[config.mk]
export PLATFORM = sky130hd
export DESIGN_NAME = pipe_multiplier
export DESIGN_NICKNAME = d
export VERILOG_FILES = /design/src/rtl/pipe_multiplier.sv
export SDC_FILE = /design/constraint.sdc
export NUM_CORES = 1
export LEC_CHECK = 0
export BUFFER_PORTS_ARGS = -buffer_cell sky130_fd_sc_hd__buf_2
export CORE_MARGIN = 2
export CORE_UTILIZATION = 45
export CTS_CLUSTER_DIAMETER = 200
export DETAILED_ROUTE_END_ITERATION = 12
export HOLD_SLACK_MARGIN = 0.15
export PLACE_DENSITY = 0.74
export SYNTH_ARGS = -nofsm -noshare
export SYNTH_HDL_FRONTEND = slang
export SYNTH_SLANG_ARGS = --single-unit
[constraint.sdc]
create_clock -name clk -period 3.3 [get_ports clk]
set_input_delay 0.165 -clock clk [delete_from_list [all_inputs] [get_ports clk]]
set_output_delay 0.165 -clock clk [all_outputs]
set_load 0.1 [all_outputs]
[src/rtl/pipe_multiplier.sv]
// Pipelined signed multiplier with accumulate and valid/ready flow control.
// Build option MULT_SAT_EN: saturate the accumulator on overflow instead of wrapping.
module pipe_multiplier #(
    parameter int A_W    = 8,
    parameter int B_W    = 8,
    parameter int OUT_W  = 24,
    parameter int STAGES = 2
) (
    input  logic                    clk,
    input  logic                    rst_n,
    input  logic                    in_valid,
    output logic                    in_ready,
    input  logic signed [A_W-1:0]   a,
    input  logic signed [B_W-1:0]   b,
    input  logic                    acc,
    output logic                    out_valid,
    input  logic                    out_ready,
    output logic signed [OUT_W-1:0] result,
    output logic                    overflow
);

    localparam logic signed [OUT_W-1:0] SAT_MAX = {1'b0, {(OUT_W-1){1'b1}}};
    localparam logic signed [OUT_W-1:0] SAT_MIN = {1'b1, {(OUT_W-1){1'b0}}};

    logic                    slot_valid [STAGES];
    logic                    slot_acc   [STAGES];
    logic signed [OUT_W-1:0] slot_prod  [STAGES];

    logic signed [A_W+B_W-1:0] prod_full;
    logic signed [OUT_W-1:0]   prod_ext;
    logic signed [OUT_W-1:0]   addend;
    logic signed [OUT_W:0]     sum;
    logic                      sum_ovf;
    logic signed [OUT_W-1:0]   next_result;
    logic signed [OUT_W-1:0]   result_reg;
    logic                      out_valid_r;
    logic                      overflow_r;
    logic                      stall;

    assign stall    = out_valid_r & ~out_ready;
    assign in_ready = ~stall;

    assign prod_full = a * b;
    assign prod_ext  = OUT_W'(prod_full);

    assign addend  = slot_acc[STAGES-1] ? result_reg : '0;
    assign sum     = (OUT_W+1)'(addend) + (OUT_W+1)'(slot_prod[STAGES-1]);
    assign sum_ovf = sum[OUT_W] ^ sum[OUT_W-1];

    always_comb begin
        next_result = sum[OUT_W-1:0];
`ifdef MULT_SAT_EN
        if (sum_ovf) begin
            next_result = sum[OUT_W] ? SAT_MIN : SAT_MAX;
        end
`endif
    end

    // The whole pipe freezes on a stall; bubbles travel as invalid slots.
    always_ff @(posedge clk or posedge rst_n) begin
        if (rst_n) begin
            for (int i = 0; i < STAGES; i++) begin
                slot_valid[i] <= 1'b0;
                slot_acc[i]   <= 1'b0;
                slot_prod[i]  <= '0;
            end
            out_valid_r <= 1'b0;
            result_reg  <= '0;
            overflow_r  <= 1'b0;
        end else if (!stall) begin
            slot_valid[0] <= in_valid;
            slot_acc[0]   <= acc;
            slot_prod[0]  <= prod_ext;
            for (int i = 1; i < STAGES; i++) begin
                slot_valid[i] <= slot_valid[i-1];
                slot_acc[i]   <= slot_acc[i-1];
                slot_prod[i]  <= slot_prod[i-1];
            end
            out_valid_r <= slot_valid[STAGES-1];
            if (slot_valid[STAGES-1]) begin
                result_reg <= next_result;
                overflow_r <= sum_ovf;
            end
        end
    end

    assign out_valid = out_valid_r;
    assign result    = result_reg;
    assign overflow  = overflow_r;

endmodule

==> results of run 1 <==
critical path, delay by kind of cell:
kind                       cells  cell delay, ns
and+or+nand+nor                2            0.42
xor gates and xnor gates       1            0.16
adders and majority gates      5            2.31
buffers and inverters          3            0.23
AOI/OAI and AO/OA              4            0.66
Yosys cell counts, types with 7 or more instances:
cell type	n
a21oi_1	35
inv_1	89
xnor2_1	19
mux2_2	26
a21o_1	11
o21ai_0	26
nand3_1	7
dfrtp_1	62
xor2_1	16
clkbuf_1	9
and2_1	66
nor2_1	30
ha_1	53
fa_1	56
nand2_1	47
timing repair:
action,in CTS,in global routing
endpoints found under the setup margin,7,8
hold endpoints to repair,41,0
resized for setup,18,21
pin swaps,5,21
hold buffers,3,0
setup buffers,4,3
metrics by stage:
stage	cells	instance area [sq um]	TNS, ns	hold WS, ns	setup slack [ns]
after floorplan	622	6100	-2.44	0.303	-0.531
after global placement	877	6840	-4.38	0.357	-0.742
after detailed placement	877	6840	-5.19	0.373	-0.845
after CTS	899	7240	-2.04	0.273	-0.440
after global routing	902	7330	-3.42	0.348	-0.617
final	902	7330	-2.30	0.273	-0.465
area by class of cell:
class                           count  area (sq um)
Clock buffer                       12           236
Clock inverter                      4          47.5
Fill cell                        1126          5760
Inverter                           89           339
Multi-Input combinational cell    458          4240
Sequential cell                    62          1550
Tap cell                          176           220
Timing Repair Buffer              101           692
routing by layer:
layer	global-route usage [%]	share of wire, %
met2	32.3	52
met1	24.0	45
met4	6.32	1.4
met3	2.49	2.1
met5	0	0
logic make-up after synthesis:
family,after synthesis
and+or+nand+nor,174
AOI/OAI and AO/OA,113
adders and majority gates,109
buffers and inverters,102
DFF,62
xor gates and xnor gates,35
muxes,27
how the worst max path moves through the flow:
stage	start	to	slack [ns]	cells past startpoint
after floorplan	b[2]	slot_prod[39]	-0.53	16
after global placement	b[2]	slot_prod[39]	-0.74	19
after detailed placement	b[4]	slot_prod[38]	-0.84	17
after CTS	b[2]	slot_prod[39]	-0.44	17
after global routing	a[6]	slot_prod[39]	-0.62	16
final	a[2]	slot_prod[39]	-0.47	15
==> metrics.sh, run 1 <==
FINAL-SETUP-VIOL-COUNT=7
FINAL_LAYOUT_SIZE_SUFFIX_GT1_SHARE_PCT=27.0
DRT-WIRELENGTH-PER-CELL_MICRONS=13.3
DIE_X_MICRONS=119
DETAIL_ROUTE.DRC_VIOLATIONS=0
H_TREE_LEVELS=3
POSTLAYOUTCOREUTIL_PCT=56.0
DIE-AREA_SQ_UM=14200
GRT_FIRST_PASS_WIRELENGTH_MM=21.7
CRIT_PATH_CELL_TRACE='buf_2, and2_1, fa_1, fa_1, fa_1, inv_2, fa_1, inv_1, ha_2, or2_4, a21oi_4, o31ai_4, o41ai_2, xnor2_1, a21oi_1'
WIRELENGTH_MM=12.0
REGTOREGSETUPSLACK_NS=0.27
ANT_NETS=0
DIODES=0
RELSLEWSLACK_PCT=43.8
MOST_COMMON_CELL_AFTER_LAYOUT_FILL_AND_TAPS_ASIDE='inv_1'
POST_SYNTH.CELL_AREA_AVG_SQ_UM=9.57
SUMMED_INSTANCE_AREA_OF_THE_SYNTHESIZED_NETLIST_SQ_UM=5950
SIMPLE_GATE_FRACTION_OF_SYNTH_AREA_PCT=15.0
FIRSTDRTPASSITERS=4
LEADING_AREA_CONTRIBUTOR_AFTER_SYNTHESIS='dfrtp_1'
FP.COREAREA_SQ_UM=13100
SYNTHTOLAYOUTAREAGROWTH_PCT=23.1
MIN_TO='slot_prod[24]'
ROWS=42
MAX_SLEW_VIOLATION_COUNT=0
SYNTHADDERAREAFRAC_PCT=30.0
FIRST_GLOBAL_VIAS=4724
INSERTION_DELAY_TO_THE_LATER_SINK_OF_THE_WORST_SKEW_PAIR_NS=0.33
POSTSYNTHNETCOUNT=752
SYNTH_TOP_FAMILY_BY_AREA='adder cells'
YS_TOP_CELLS_BY_AREA='dfrtp_1, fa_1, ha_1, and2_1, inv_1'
TRANSITION_TIME_AT_THE_PIN_WITH_THE_LEAST_SLEW_MARGIN_NS=0.841
SYN_INST=622
SYNTH_ENABLE_FLOP_CELLS=0
MAXIMUM_NUMBER_OF_PINS_ON_ONE_NET_BEFORE_GLOBAL_ROUTE_REPAIR=50
CPPEAKSTAGEDELAY_NS=0.54
TIMING.FINAL.CRIT_SHARE_PCT=114
SYNTH_COMPOUND_AREA_SHARE_PCT=12.3
EFFECTIVE_UTILIZATION_AT_FLOORPLAN_PCT=45.5
DIE_H_MICRONS=119
FINALCRITICALPERIOD_NS=3.77
NUMCLOCKSINKS=62
TIMING.CRITICAL_PATH.MODE_CELL='fa_1'
GRT_SETUP_UNREPAIRED='yes'
MAX_FREQ_MHz=266
SYNTHESIS.YOSYS.WARNINGS=0
LAYOUT.CELLS.MOST_COMMON_LIST='inv_1, dfrtp_1, and2_1'
NUM-NETS-FINAL=851
WORST_SLACK_NS=-0.465
WORST_MIN_DELAY_PATH_CLASS='in2reg'
SYNTHXORXNORAREAFRAC_PCT=5.15
DR_TOTAL_VIAS=4479
R2R-START='slot_acc[0]'
VIOLATIONS='setup timing'
MIN_PATH_CELLS=4
CP-END-KIND='flip-flop'
POSTSYNTH.ASYNCRESETSHARE_PCT=100
CRIT_REQUIRED_NS=3.49
WORST_SETUP_PATH_START_KIND='input pin'
POST_SYNTH_NUM_CELL_TYPES=46
GRT_ANTENNA_BEFORE_REPAIR=0
CRITICAL_PATH_ARRIVAL_NS=3.96
TRITONCTS_CLOCK_TREE='built'
HOLD_PATH.STARTPOINT='b[0]'
CLOCK_PATH_BUFFERS=2
CRIT_PATH_TOP_DELAY_CELL='fa_1'
RESULT_OF_THE_RUN='finished with violations'
FLOORPLAN.IO_PINS=48
YOSYSSEQAREASHARE_PCT=26.1
DR.FIRST_ITER.DRC_COUNT=212
R2R.WORST_PATH.CELLS=12
GRT_OVERALL_USAGE_PCT=18.7
CRITICAL_PATH.MAX_FANOUT=6
RR_ENDPOINT='result[18]'
SYNTH_SEQ_CELLS=62
HOLD_VIOL=0
SYNTH_MUX_AREA_SHARE_PCT=5.09
TRITONCTS.NUM_BUFFERS=9
FINALCLOCKSKEW_NS=0.00669
CTS-ROOT-BUF='clkbuf_16'
GRT-OVFL-TOTAL=0
CLK_PIN_SLEW_NS=0.05
ROUTE.DETAILED.VIAS_PER_INST=4.97
DRV_CAP=0
LARGEST_REGISTER_FFS=32
DPL.HPWL_MM=9.52
FINALWEIGHTEDCONGESTION=0.915
PORT_BUFFERS=47
CRIT_TYPE='in2reg'
YOSYS.AREA.TOP_TYPE_SHARE_PCT=26.1
YOSYS_MOST_USED_DFF='dfrtp_1'
Power of run 1 is left out: the tool's default activity adds up to more than one toggle a clock period on the data nets, which glitch-free logic cannot reach.
==> run 2: changes to the inputs <==
==> constraint.sdc (replaced) <==
create_clock -name clk -period 4.4 [get_ports clk]
set_input_delay 0.22 -clock clk [delete_from_list [all_inputs] [get_ports clk]]
set_output_delay 0.22 -clock clk [all_outputs]
set_load 0.1 [all_outputs]
==> run 2 against run 1 <==
The flow now finishes without violations. Via count shrank 2.3%. Wire length fell by 3.3%. Cell count decreased by 2.9%. Core utilization fell by 3.1 points. Highest routed layer unchanged. Sequential share of layout area increased by 1.3 points. Clock skew decreased by 0.0014 ns. First-iteration DRC count down 17%. Die area is the same. Count of clock-buffer cells in the layout stayed put. Critical path depth rose by 2. Global-route usage fell by 0.71 points.
==> metrics.sh, run 2 (synthesized netlist as in run 1, its figures left out) <==
ROWS=42  # unchanged
DR.FIRST_ITER.DRC_COUNT=177  # -17%
FINALWEIGHTEDCONGESTION=0.836  # -8.7%
DIODES=0  # unchanged
FIRST_GLOBAL_VIAS=4557  # -3.5%
CRITICAL_PATH.MAX_FANOUT=8  # +2
POST_DP_CELL_AREA_SQ_UM=6550  # -4.3%
TRANSITION_TIME_AT_THE_PIN_WITH_THE_LEAST_SLEW_MARGIN_NS=0.757  # -0.0843 ns
WORST_SETUP_PATH_START_KIND='input pin'
FLOORPLAN.IO_PINS=48  # unchanged
TOTAL_NEG_SETUP_SLACK_NS=0  # +2.30 ns
POSTLAYOUTCELLAREA_SQ_UM=6920  # -5.6%
GRT_OVERALL_USAGE_PCT=17.9  # -0.71 points
WORST_MIN_DELAY_PATH_CLASS='in2reg'
DIE_X_MICRONS=119  # unchanged
WIRELENGTH_MM=11.6  # -3.3%
CLK_PIN_SLEW_NS=0.05  # about the same
R2R.WORST_PATH.CELLS=12  # unchanged
CP-END-KIND='flip-flop'
ANT_NETS=0  # unchanged
DIE_H_MICRONS=119  # unchanged
POST-CTS-SETUP-BUFFER-COUNT=0  # -4
H_TREE_LEVELS=3  # unchanged
FINAL_HOLD_SLACK_NS=0.308  # +0.0346 ns
ROUTE.DETAILED.VIAS_PER_INST=4.99  # +0.58%
EFFECTIVE_UTILIZATION_AT_FLOORPLAN_PCT=45.5  # unchanged
DRV_CAP=0  # unchanged
HOLD_PATH.STARTPOINT='a[0]'
TIMING.FINAL.CRIT_SHARE_PCT=93.1
FINAL_LAYOUT_SIZE_SUFFIX_GT1_SHARE_PCT=17.7  # -9.3 points
CLOCK_PATH_BUFFERS=2  # unchanged
TRITONCTS.NUM_BUFFERS=9  # unchanged
RESULT_OF_THE_RUN='finished, final reports clean'
CRITICAL_PATH_ARRIVAL_NS=4.31  # +0.35 ns
MAX_FREQ_MHz=244
RELSLEWSLACK_PCT=49.5  # +5.7 points
TRITONCTS_CLOCK_TREE='built'
HOLD_VIOL=0  # unchanged
SYNTHTOLAYOUTAREAGROWTH_PCT=16.2
MIN_TO='slot_prod[24]'
MOST_COMMON_CELL_AFTER_LAYOUT_FILL_AND_TAPS_ASIDE='inv_1'
CTS-ROOT-BUF='clkbuf_16'
REGTOREGSETUPSLACK_NS=0.99  # +0.72 ns
GRT_SETUP_UNREPAIRED='no'
CRIT_REQUIRED_NS=4.61  # +1.12 ns
GRT_ANTENNA_BEFORE_REPAIR=0  # unchanged
FINAL-SETUP-VIOL-COUNT=0  # -7
FP.COREAREA_SQ_UM=13100  # unchanged
MIN_PATH_CELLS=4  # unchanged
FINALCLOCKSKEW_NS=0.00532  # -0.00137 ns
MAX_SLEW_VIOLATION_COUNT=0  # unchanged
PORT_BUFFERS=47  # unchanged
NUM-NETS-FINAL=825  # -3.1%
DR_TOTAL_VIAS=4375  # -2.3%
INSERTION_DELAY_TO_THE_LATER_SINK_OF_THE_WORST_SKEW_PAIR_NS=0.33  # about the same
DPL.HPWL_MM=9.28  # -2.5%
DIE-AREA_SQ_UM=14200  # unchanged
DETAIL_ROUTE.DRC_VIOLATIONS=0  # unchanged
LARGEST_REGISTER_FFS=32  # unchanged
RR_ENDPOINT='result[18]'
GRT-OVFL-TOTAL=0  # unchanged
R2R-START='slot_acc[0]'
GRT_FIRST_PASS_WIRELENGTH_MM=20.8  # -4.4%
FINALCRITICALPERIOD_NS=4.10
CRIT_TYPE='in2reg'
FIRSTDRTPASSITERS=4  # unchanged
DRT-WIRELENGTH-PER-CELL_MICRONS=13.2  # -0.44%
LAYOUT.CELLS.MOST_COMMON_LIST='inv_1, and2_1, dfrtp_1'
MAXIMUM_NUMBER_OF_PINS_ON_ONE_NET_BEFORE_GLOBAL_ROUTE_REPAIR=63  # +26%
N_FILL_CELL=1181  # +4.9%
NUMCLOCKSINKS=62  # unchanged
[run 2: worst max-delay path, cell delays in order]
cell      delay [ns]
buf_2           0.14
and2_1          0.16
fa_1            0.45
fa_1            0.54
inv_1           0.05
fa_1            0.46
fa_1            0.54
inv_1           0.04
ha_1            0.32
a21o_1          0.19
a21oi_1         0.19
o21bai_1        0.08
a21oi_1         0.24
o21ai_0         0.13
a31oi_1         0.21
xnor2_1         0.08
mux2_2          0.26
[run 2: worst max-delay path by stage]
stage               from       endpoint  slack (ns)  cells after the start
floorplan           a[7]  slot_prod[39]        0.14                     16
global placement    b[4]  slot_prod[39]      -0.001                     17
detailed placement  b[4]  slot_prod[39]       -0.14                     17
CTS                 b[4]  slot_prod[39]        0.20                     17
global route        b[4]  slot_prod[38]        0.04                     18
finish              b[4]  slot_prod[38]        0.30                     17
[run 2: cell type report]
cell class                      instances  area [sq um]  share of cell area (%)
Inverter                               89           334                    4.83
Tap cell                              176           220                    3.18
Clock inverter                          4          95.1                    1.37
Timing Repair Buffer                   75           453                    6.55
Sequential cell                        62          1550                    22.4
Multi-Input combinational cell        458          4030                    58.2
Clock buffer                           12           236                    3.42
[run 2: metal layers]
| metal | track usage [%] | vias up | part of all wire (%) |
|---|---|---|---|
| met3 | 2.87 | 21 | 2.7 |
| met4 | 6.10 | 0 | 2.1 |
| met2 | 31.6 | 68 | 49 |
| li1 | - | 2185 | - |
| met5 | 0 | - | 0 |
| met1 | 22.3 | 2101 | 46 |
[run 2: stage by stage]
step	util [%]	std cells	setup slack (ns)
after floorplan	-	622	0.141
after global placement	50.1	857	-0.00116
after detailed placement	50.1	857	-0.140
after CTS	52.8	876	0.203
after global routing	52.9	876	0.0359
final	52.9	876	0.302
[run 2: what timing repair did]
action | CTS | global route
hold buffers | 3 | 0
gates resized for setup | 0 | 1
hold endpoints to repair | 64 | 0
endpoints found under the setup margin | 0 | 1
Power of run 2 is left out for the same reason.
